## config.mk

```make
export PLATFORM = sky130hd
export DESIGN_NAME = gpu_mem_vramcpu
export DESIGN_NICKNAME = d
export VERILOG_FILES = /design/src/rtl/gpu_mem_pkg.sv /design/src/rtl/gpu_mem_vramcpu_pack.sv /design/src/rtl/gpu_mem_vramcpu.sv
export SDC_FILE = /design/constraint.sdc
export NUM_CORES = 1
export LEC_CHECK = 0
export CORE_AREA = 2 2 257 259
export DETAILED_ROUTE_END_ITERATION = 10
export DIE_AREA = 0 0 259 261
export SYNTH_ARGS = -nofsm -noshare
export SYNTH_HDL_FRONTEND = slang
export SYNTH_SLANG_ARGS = --single-unit
```

## constraint.sdc

```tcl
create_clock -name clk_i -period 4.05 [get_ports clk_i]
set_clock_uncertainty 0.2 [all_clocks]
set_input_delay 0.81 -clock clk_i [delete_from_list [all_inputs] [get_ports clk_i]]
set_output_delay 0.81 -clock clk_i [all_outputs]
set_load 0.05 [all_outputs]
```

## src/rtl/gpu_mem_pkg.sv

```systemverilog
// Shared GPU memory-port definitions: command sizes, VRAM geometry and the
// VRAM-to-CPU copy engine state encoding.
package gpu_mem_pkg;

  localparam logic [1:0] GPU_CMDSZ_8_BYTE  = 2'd0;
  localparam logic [1:0] GPU_CMDSZ_32_BYTE = 2'd1;
  localparam logic [1:0] GPU_CMDSZ_4_BYTE  = 2'd2;

  localparam int unsigned PIXEL_BURST = 16;
  localparam int unsigned VRAM_W      = 1024;
  localparam int unsigned VRAM_H      = 512;

  localparam int unsigned XW     = $clog2(VRAM_W);
  localparam int unsigned YW     = $clog2(VRAM_H);
  localparam int unsigned LINE_W = PIXEL_BURST * 16;

  localparam logic [2:0] StIdle    = 3'd0;
  localparam logic [2:0] StRdReq   = 3'd1;
  localparam logic [2:0] StRdWait  = 3'd2;
  localparam logic [2:0] StExtract = 3'd3;
  localparam logic [2:0] StFlush   = 3'd4;
  localparam logic [2:0] StDone    = 3'd5;

  function automatic logic [15:0] line_pixel(input logic [LINE_W-1:0] line,
                                             input logic [3:0]        idx);
    return line[{idx, 4'b0000} +: 16];
  endfunction

endpackage

```

## src/rtl/gpu_mem_vramcpu_pack.sv

```systemverilog
// Packs a 16-bit pixel stream into 32-bit words {p1, p0} behind a
// valid/accept output register; flush emits an odd trailing pixel.
module gpu_mem_vramcpu_pack (
  input  logic        clk_i,
  input  logic        rst_i,
  input  logic        push_i,
  input  logic [15:0] pixel_i,
  output logic        push_ready_o,
  input  logic        flush_i,
  output logic        empty_o,
  output logic        data_valid_o,
  output logic [31:0] data_out_o,
  input  logic        data_accept_i
);

  logic        half_q, half_d;
  logic [15:0] p0_q, p0_d;
  logic        valid_q, valid_d;
  logic [31:0] word_q, word_d;
  logic        slot_free;

  // The output register can take a new word if empty or being drained now.
  assign slot_free    = !valid_q || data_accept_i;
  assign push_ready_o = !half_q || slot_free;
  assign empty_o      = !half_q && !valid_q;
  assign data_valid_o = valid_q;
  assign data_out_o   = word_q;

  always_comb begin
    half_d  = half_q;
    p0_d    = p0_q;
    valid_d = valid_q && !data_accept_i;
    word_d  = word_q;
    if (push_i && push_ready_o) begin
      if (half_q) begin
        word_d  = {pixel_i, p0_q};
        valid_d = 1'b1;
        half_d  = 1'b0;
      end else begin
        p0_d   = pixel_i;
        half_d = 1'b1;
      end
    end else if (flush_i && half_q && slot_free) begin
      word_d  = {16'h0000, p0_q};
      valid_d = 1'b1;
      half_d  = 1'b0;
    end
  end

  always_ff @(posedge clk_i or negedge rst_i) begin
    if (!rst_i) begin
      half_q  <= 1'b0;
      p0_q    <= '0;
      valid_q <= 1'b0;
      word_q  <= '0;
    end else begin
      half_q  <= half_d;
      p0_q    <= p0_d;
      valid_q <= valid_d;
      word_q  <= word_d;
    end
  end

endmodule

```

## src/rtl/gpu_mem_vramcpu.sv

```systemverilog
// VRAM-to-CPU copy engine: walks a rectangle line by line, issues 32-byte
// reads, and streams the in-rectangle pixels out as packed 32-bit words.
module gpu_mem_vramcpu
  import gpu_mem_pkg::*;
(
  input  logic         clk_i,
  input  logic         rst_i,
  input  logic         req_valid_i,
  input  logic [15:0]  req_x_i,
  input  logic [15:0]  req_y_i,
  input  logic [15:0]  req_sizex_i,
  input  logic [15:0]  req_sizey_i,
  output logic         req_accept_o,
  output logic         data_valid_o,
  output logic [31:0]  data_out_o,
  input  logic         data_accept_i,
  output logic         busy_o,
  output logic         done_o,
  output logic         gpu_command_o,
  input  logic         gpu_busy_i,
  output logic [1:0]   gpu_size_o,
  output logic         gpu_write_o,
  output logic [14:0]  gpu_addr_o,
  output logic [2:0]   gpu_sub_addr_o,
  output logic [15:0]  gpu_write_mask_o,
  output logic [255:0] gpu_data_out_o,
  input  logic         gpu_data_in_valid_i,
  input  logic [255:0] gpu_data_in_i
);

  logic [2:0]        state_q, state_d;
  logic [XW-1:0]     cur_x_q, cur_x_d;
  logic [XW-1:0]     start_x_q, start_x_d;
  logic [YW-1:0]     cur_y_q, cur_y_d;
  logic [15:0]       sizex_q, sizex_d;
  logic [15:0]       x_remain_q, x_remain_d;
  logic [15:0]       y_remain_q, y_remain_d;
  logic [LINE_W-1:0] line_q, line_d;
  logic              rdy_q;
  logic              done_q;

  logic              push;
  logic              push_ready;
  logic              flush;
  logic              pack_empty;
  logic [15:0]       pixel;
  logic              unused_req_bits;

  assign unused_req_bits = ^{req_x_i[15:XW], req_y_i[15:YW]};
  assign pixel           = line_pixel(line_q, cur_x_q[3:0]);

  always_comb begin
    state_d    = state_q;
    cur_x_d    = cur_x_q;
    start_x_d  = start_x_q;
    cur_y_d    = cur_y_q;
    sizex_d    = sizex_q;
    x_remain_d = x_remain_q;
    y_remain_d = y_remain_q;
    line_d     = line_q;
    push       = 1'b0;
    flush      = 1'b0;
    unique case (state_q)
      StIdle: begin
        if (req_valid_i && rdy_q) begin
          cur_x_d    = req_x_i[XW-1:0];
          start_x_d  = req_x_i[XW-1:0];
          cur_y_d    = req_y_i[YW-1:0];
          sizex_d    = req_sizex_i;
          x_remain_d = req_sizex_i;
          y_remain_d = req_sizey_i;
          if (req_sizex_i == 16'd0 || req_sizey_i == 16'd0) begin
            state_d = StDone;
          end else begin
            state_d = StRdReq;
          end
        end
      end
      StRdReq: begin
        if (!gpu_busy_i) state_d = StRdWait;
      end
      StRdWait: begin
        if (gpu_data_in_valid_i) begin
          line_d  = gpu_data_in_i;
          state_d = StExtract;
        end
      end
      StExtract: begin
        push = 1'b1;
        if (push_ready) begin
          cur_x_d    = cur_x_q + XW'(1);
          x_remain_d = x_remain_q - 16'd1;
          if (x_remain_q == 16'd1) begin
            // Row end: rewind to the left edge of the rectangle on the next row.
            cur_x_d    = start_x_q;
            x_remain_d = sizex_q;
            cur_y_d    = cur_y_q + YW'(1);
            y_remain_d = y_remain_q - 16'd1;
            state_d    = (y_remain_q == 16'd1) ? StFlush : StRdReq;
          end else if (&cur_x_q[3:0]) begin
            state_d = StRdReq;
          end
        end
      end
      StFlush: begin
        flush = 1'b1;
        if (pack_empty) state_d = StDone;
      end
      StDone: begin
        state_d = StIdle;
      end
      default: begin
        state_d = StIdle;
      end
    endcase
  end

  always_ff @(posedge clk_i or negedge rst_i) begin
    if (!rst_i) begin
      state_q    <= StIdle;
      cur_x_q    <= '0;
      start_x_q  <= '0;
      cur_y_q    <= '0;
      sizex_q    <= '0;
      x_remain_q <= '0;
      y_remain_q <= '0;
      line_q     <= '0;
      rdy_q      <= 1'b0;
      done_q     <= 1'b0;
    end else begin
      state_q    <= state_d;
      cur_x_q    <= cur_x_d;
      start_x_q  <= start_x_d;
      cur_y_q    <= cur_y_d;
      sizex_q    <= sizex_d;
      x_remain_q <= x_remain_d;
      y_remain_q <= y_remain_d;
      line_q     <= line_d;
      rdy_q      <= 1'b1;
      done_q     <= (state_q == StDone);
    end
  end

  gpu_mem_vramcpu_pack u_pack (
    .clk_i         (clk_i),
    .rst_i         (rst_i),
    .push_i        (push),
    .pixel_i       (pixel),
    .push_ready_o  (push_ready),
    .flush_i       (flush),
    .empty_o       (pack_empty),
    .data_valid_o  (data_valid_o),
    .data_out_o    (data_out_o),
    .data_accept_i (data_accept_i)
  );

  // rdy_q keeps req_accept_o low while reset is asserted.
  assign req_accept_o     = rdy_q && (state_q == StIdle);
  assign busy_o           = (state_q != StIdle);
  assign done_o           = done_q;
  assign gpu_command_o    = (state_q == StRdReq);
  assign gpu_size_o       = GPU_CMDSZ_32_BYTE;
  assign gpu_write_o      = 1'b0;
  assign gpu_addr_o       = {cur_y_q, cur_x_q[XW-1:4]};
  assign gpu_sub_addr_o   = 3'd0;
  assign gpu_write_mask_o = 16'h0000;
  assign gpu_data_out_o   = '0;

endmodule

```

==> impl_metrics.py <==
metrics = {
    "yosys": {
        "synth_area_leaders": "dfrtp_1 48%, mux2_2 18%, buf_4 10%",
        "syn-cell-area_um2": 20330,
        "ys_async_sr_fraction_pct": 100.0,
        "ys_seq_elements": 388,
        "syn_inst": 1646,
        "seq_area_frac_synth_pct": 47.75,
        "synth_enable_flop_cells": 0,
        "yosysUniqueCellTypes": 74,
        "ys_warn_count": 0,
        "synth_top_cell_area_share_pct": 47.75,
        "synth_commonest_cells": "388 x dfrtp_1, 317 x mux2_2, 284 x buf_4",
        "synth.avg_cell_area_um2": 12.35,
        "synth-main-ff-cell": "dfrtp_1",
        "yosys.area.top_type": "dfrtp_1",
        "synth_most_common_cell": "dfrtp_1",
    },
    "outcome": {
        "status": "completed",
    },
    "cells_and_area": {
        "syn_to_final_growth_pct": 25.92,
        "post-route-util_pct": 39.36,
        "fillerInstances": 6198,
        "nets": 2327,
        "final_layout_size_suffix_gt1_share_pct": 25.74,
        "fin_cells": 2902,
    },
    "clock_network": {
        "ctsResizeCount": 0,
        "cts.sinks": 388,
        "clockBufferDepth": 3,
        "root_buffer": "clkbuf_16",
        "cts_tree": "done",
        "post-cts-setup-buffers": 0,
        "htreeDepth": 2,
        "clk_latency_ps": 610,
        "postCtsHoldBufs": 0,
        "clk_pin_slew_ps": 60,
        "cts_buffers": 46,
    },
    "setup_path": {
        "required_ps": 3040,
        "end_kind": "output port",
        "critPathMaxFanout": 13,
        "cp.arrival_ps": 2670,
        "r2r_cells": 5,
        "r2r_slack_ps": 1020,
        "endpoint": "req_accept_o",
        "start_kind": "flip-flop",
        "path_class": "reg -> out",
        "rr_endpoint": "y_remain_q[3]$_DFFE_PN0P_",
        "startpoint": "state_q[2]$_DFFE_PN0P_",
        "r2r_start": "state_q[2]$_DFFE_PN0P_",
    },
    "power": {
        "p_leak_nw": 10.84,
        "total_power_mw": 20.71,
        "power_density_nw_per_um2": 809.0,
        "peakVddDrop_mv": 0.3466,
    },
    "detailed_routing": {
        "dr_total_vias": 13564,
        "met3_length_um": 5036,
        "wl_met1_um": 22730,
        "vias_per_cell": 4.674,
        "drt-wirelength-per-cell_um": 20.19,
        "wirelength_um": 58590,
        "dr.first_iter.drc_count": 922,
        "first_pass_iters": 6,
        "met2WireLength_um": 29340,
        "drc": 0,
        "antenna_left": 0,
        "routed.top_layer": "met5",
    },
    "die": {
        "fp.dieW_um": 259,
        "die_y_um": 261,
        "ioPinCount": 656,
        "rows": 94,
        "start_util_pct": 31.26,
        "die-area_um2": 67600,
        "core_um2": 65040,
    },
    "global_routing": {
        "grt_usage_pct": 16.95,
        "grt_start_max_net_pins": 83,
        "first_global_vias": 13671,
        "grt_pass1_wl_um": 86110,
        "antenna_found_initial": 17,
        "grt_remaining_overflow": 0,
    },
    "sta": {
        "setup_viol": 0,
        "min_period_ps": 3683,
        "slew_viol_final": 0,
        "hold_violations": 0,
        "slew_headroom_pct": 46.38,
        "setup_ws_ps": 367.5,
        "finalCritPeriodShare_pct": 90.93,
        "worst_pin_slew_ps": 801.9,
        "fin_setup_tns_ps": 0,
        "max_freq_ghz": 0.2716,
        "rsz0062_at_grt": "no",
    },
    "min_path": {
        "min_path_type": "in -> async",
    },
    "placement": {
        "hpwl_um": 44330,
        "dpl.cell_count": 2811,
        "portBuffers": 364,
        "gp_congestion": 0.8535,
        "post-place-ws_ps": 812.1,
    },
    "flow_run": {
        "maxCapViolCount": 0,
    },
}
-- where the power goes --
group / internal [mW] / switching, mW / total (mW)
clock: 2.48 / 1.77 / 4.25
sequential: 5.81 / 1.41 / 7.22
combinational: 4.33 / 4.92 / 9.25
total: 12.6 / 8.09 / 20.7
-- layout make-up --
type | instances | area [µm²] | area share, %
inverter | 27 | 101.3 | 0.3959
multi-input combinational | 1131 | 9056 | 35.37
clock buffer | 63 | 1345 | 5.254
tap | 864 | 1081 | 4.222
timing repair buffer | 401 | 4039 | 15.78
sequential | 388 | 9718 | 37.96
clock inverter | 22 | 246.5 | 0.9628
antenna | 6 | 15.01 | 0.05865
-- flip-flops by register name, indices dropped and copies added, names as in the netlist, 3 cells and up --
signal             count
sizex_q               16
cur_y_q                9
line_q               256
cur_x_q               10
y_remain_q            16
u_pack.data_out_o     32
u_pack.p0_q           16
start_x_q             10
x_remain_q            16
state_q                3
-- placed cells by master, fill, tap and decap left out, types with 9 or more instances in the layout --
cell,synthesis,layout
dfrtp_1,388,385
clkdlybuf4s50_1,0,363
mux2_2,317,317
conb_1,2,279
nand2_1,90,90
mux4_2,64,64
nor2_1,47,46
clkbuf_16,0,46
o21ai_0,43,43
a21oi_1,36,35
buf_4,284,28
inv_1,25,25
a31oi_1,18,18
mux2i_1,17,17
a222oi_1,16,16
o21ai_1,16,16
nor4_1,14,14
nor3_1,13,13
clkinv_2,0,13
clkbuf_8,0,13
mux2_1,12,12
nand3_1,11,10
o211ai_1,10,10
buf_12,0,9
-- critical path, cell delays in order, from the launching register on --
cell and delay, ps:
dfrtp_1 530, nor3_2 580, and2_1 210, clkdlybuf4s50_1 800
-- cells by family after synthesis --
| family | after synthesis | share of synthesized area [%] |
|---|---|---|
| xor+xnor | 9 | 0.3877 |
| other cells | 2 | 0.03694 |
| buf+inv | 404 | 12.95 |
| compound gates | 200 | 6.517 |
| mux | 410 | 26.15 |
| simple gates | 227 | 5.834 |
| flops | 388 | 47.75 |
| fa+ha+maj | 6 | 0.3692 |
-- layer usage --
metal | vias up | GRT usage, %
met5 | - | 0
met4 | 8 | 4.576
met1 | 6832 | 20.41
met2 | 542 | 28.93
met3 | 93 | 5.749
li1 | 6089 | -
-- how the worst min path moves through the flow --
stage,startpoint,end
after floorplan,u_pack.p0_q[0]$_DFFE_PN0P_,u_pack.p0_q[0]$_DFFE_PN0P_
after CTS,rst_i,line_q[159]$_DFFE_PN0P_
final,rst_i,line_q[78]$_DFFE_PN0P_
after global placement,start_x_q[5]$_DFFE_PN0P_,start_x_q[5]$_DFFE_PN0P_
after detailed placement,start_x_q[5]$_DFFE_PN0P_,start_x_q[5]$_DFFE_PN0P_
after global routing,rst_i,line_q[175]$_DFFE_PN0P_
-- stage by stage --
stage          instance area [µm²]  hold WS [ps]
2_1_floorplan                21370         246.0
3_3_place_gp                 24000         259.6
3_5_place_dp                 24000         270.2
4_1_cts                      25590         12.65
5_1_grt                      25600         53.32
6_report                     25600         25.22
Note: power is estimated with default switching activity, not from simulation.
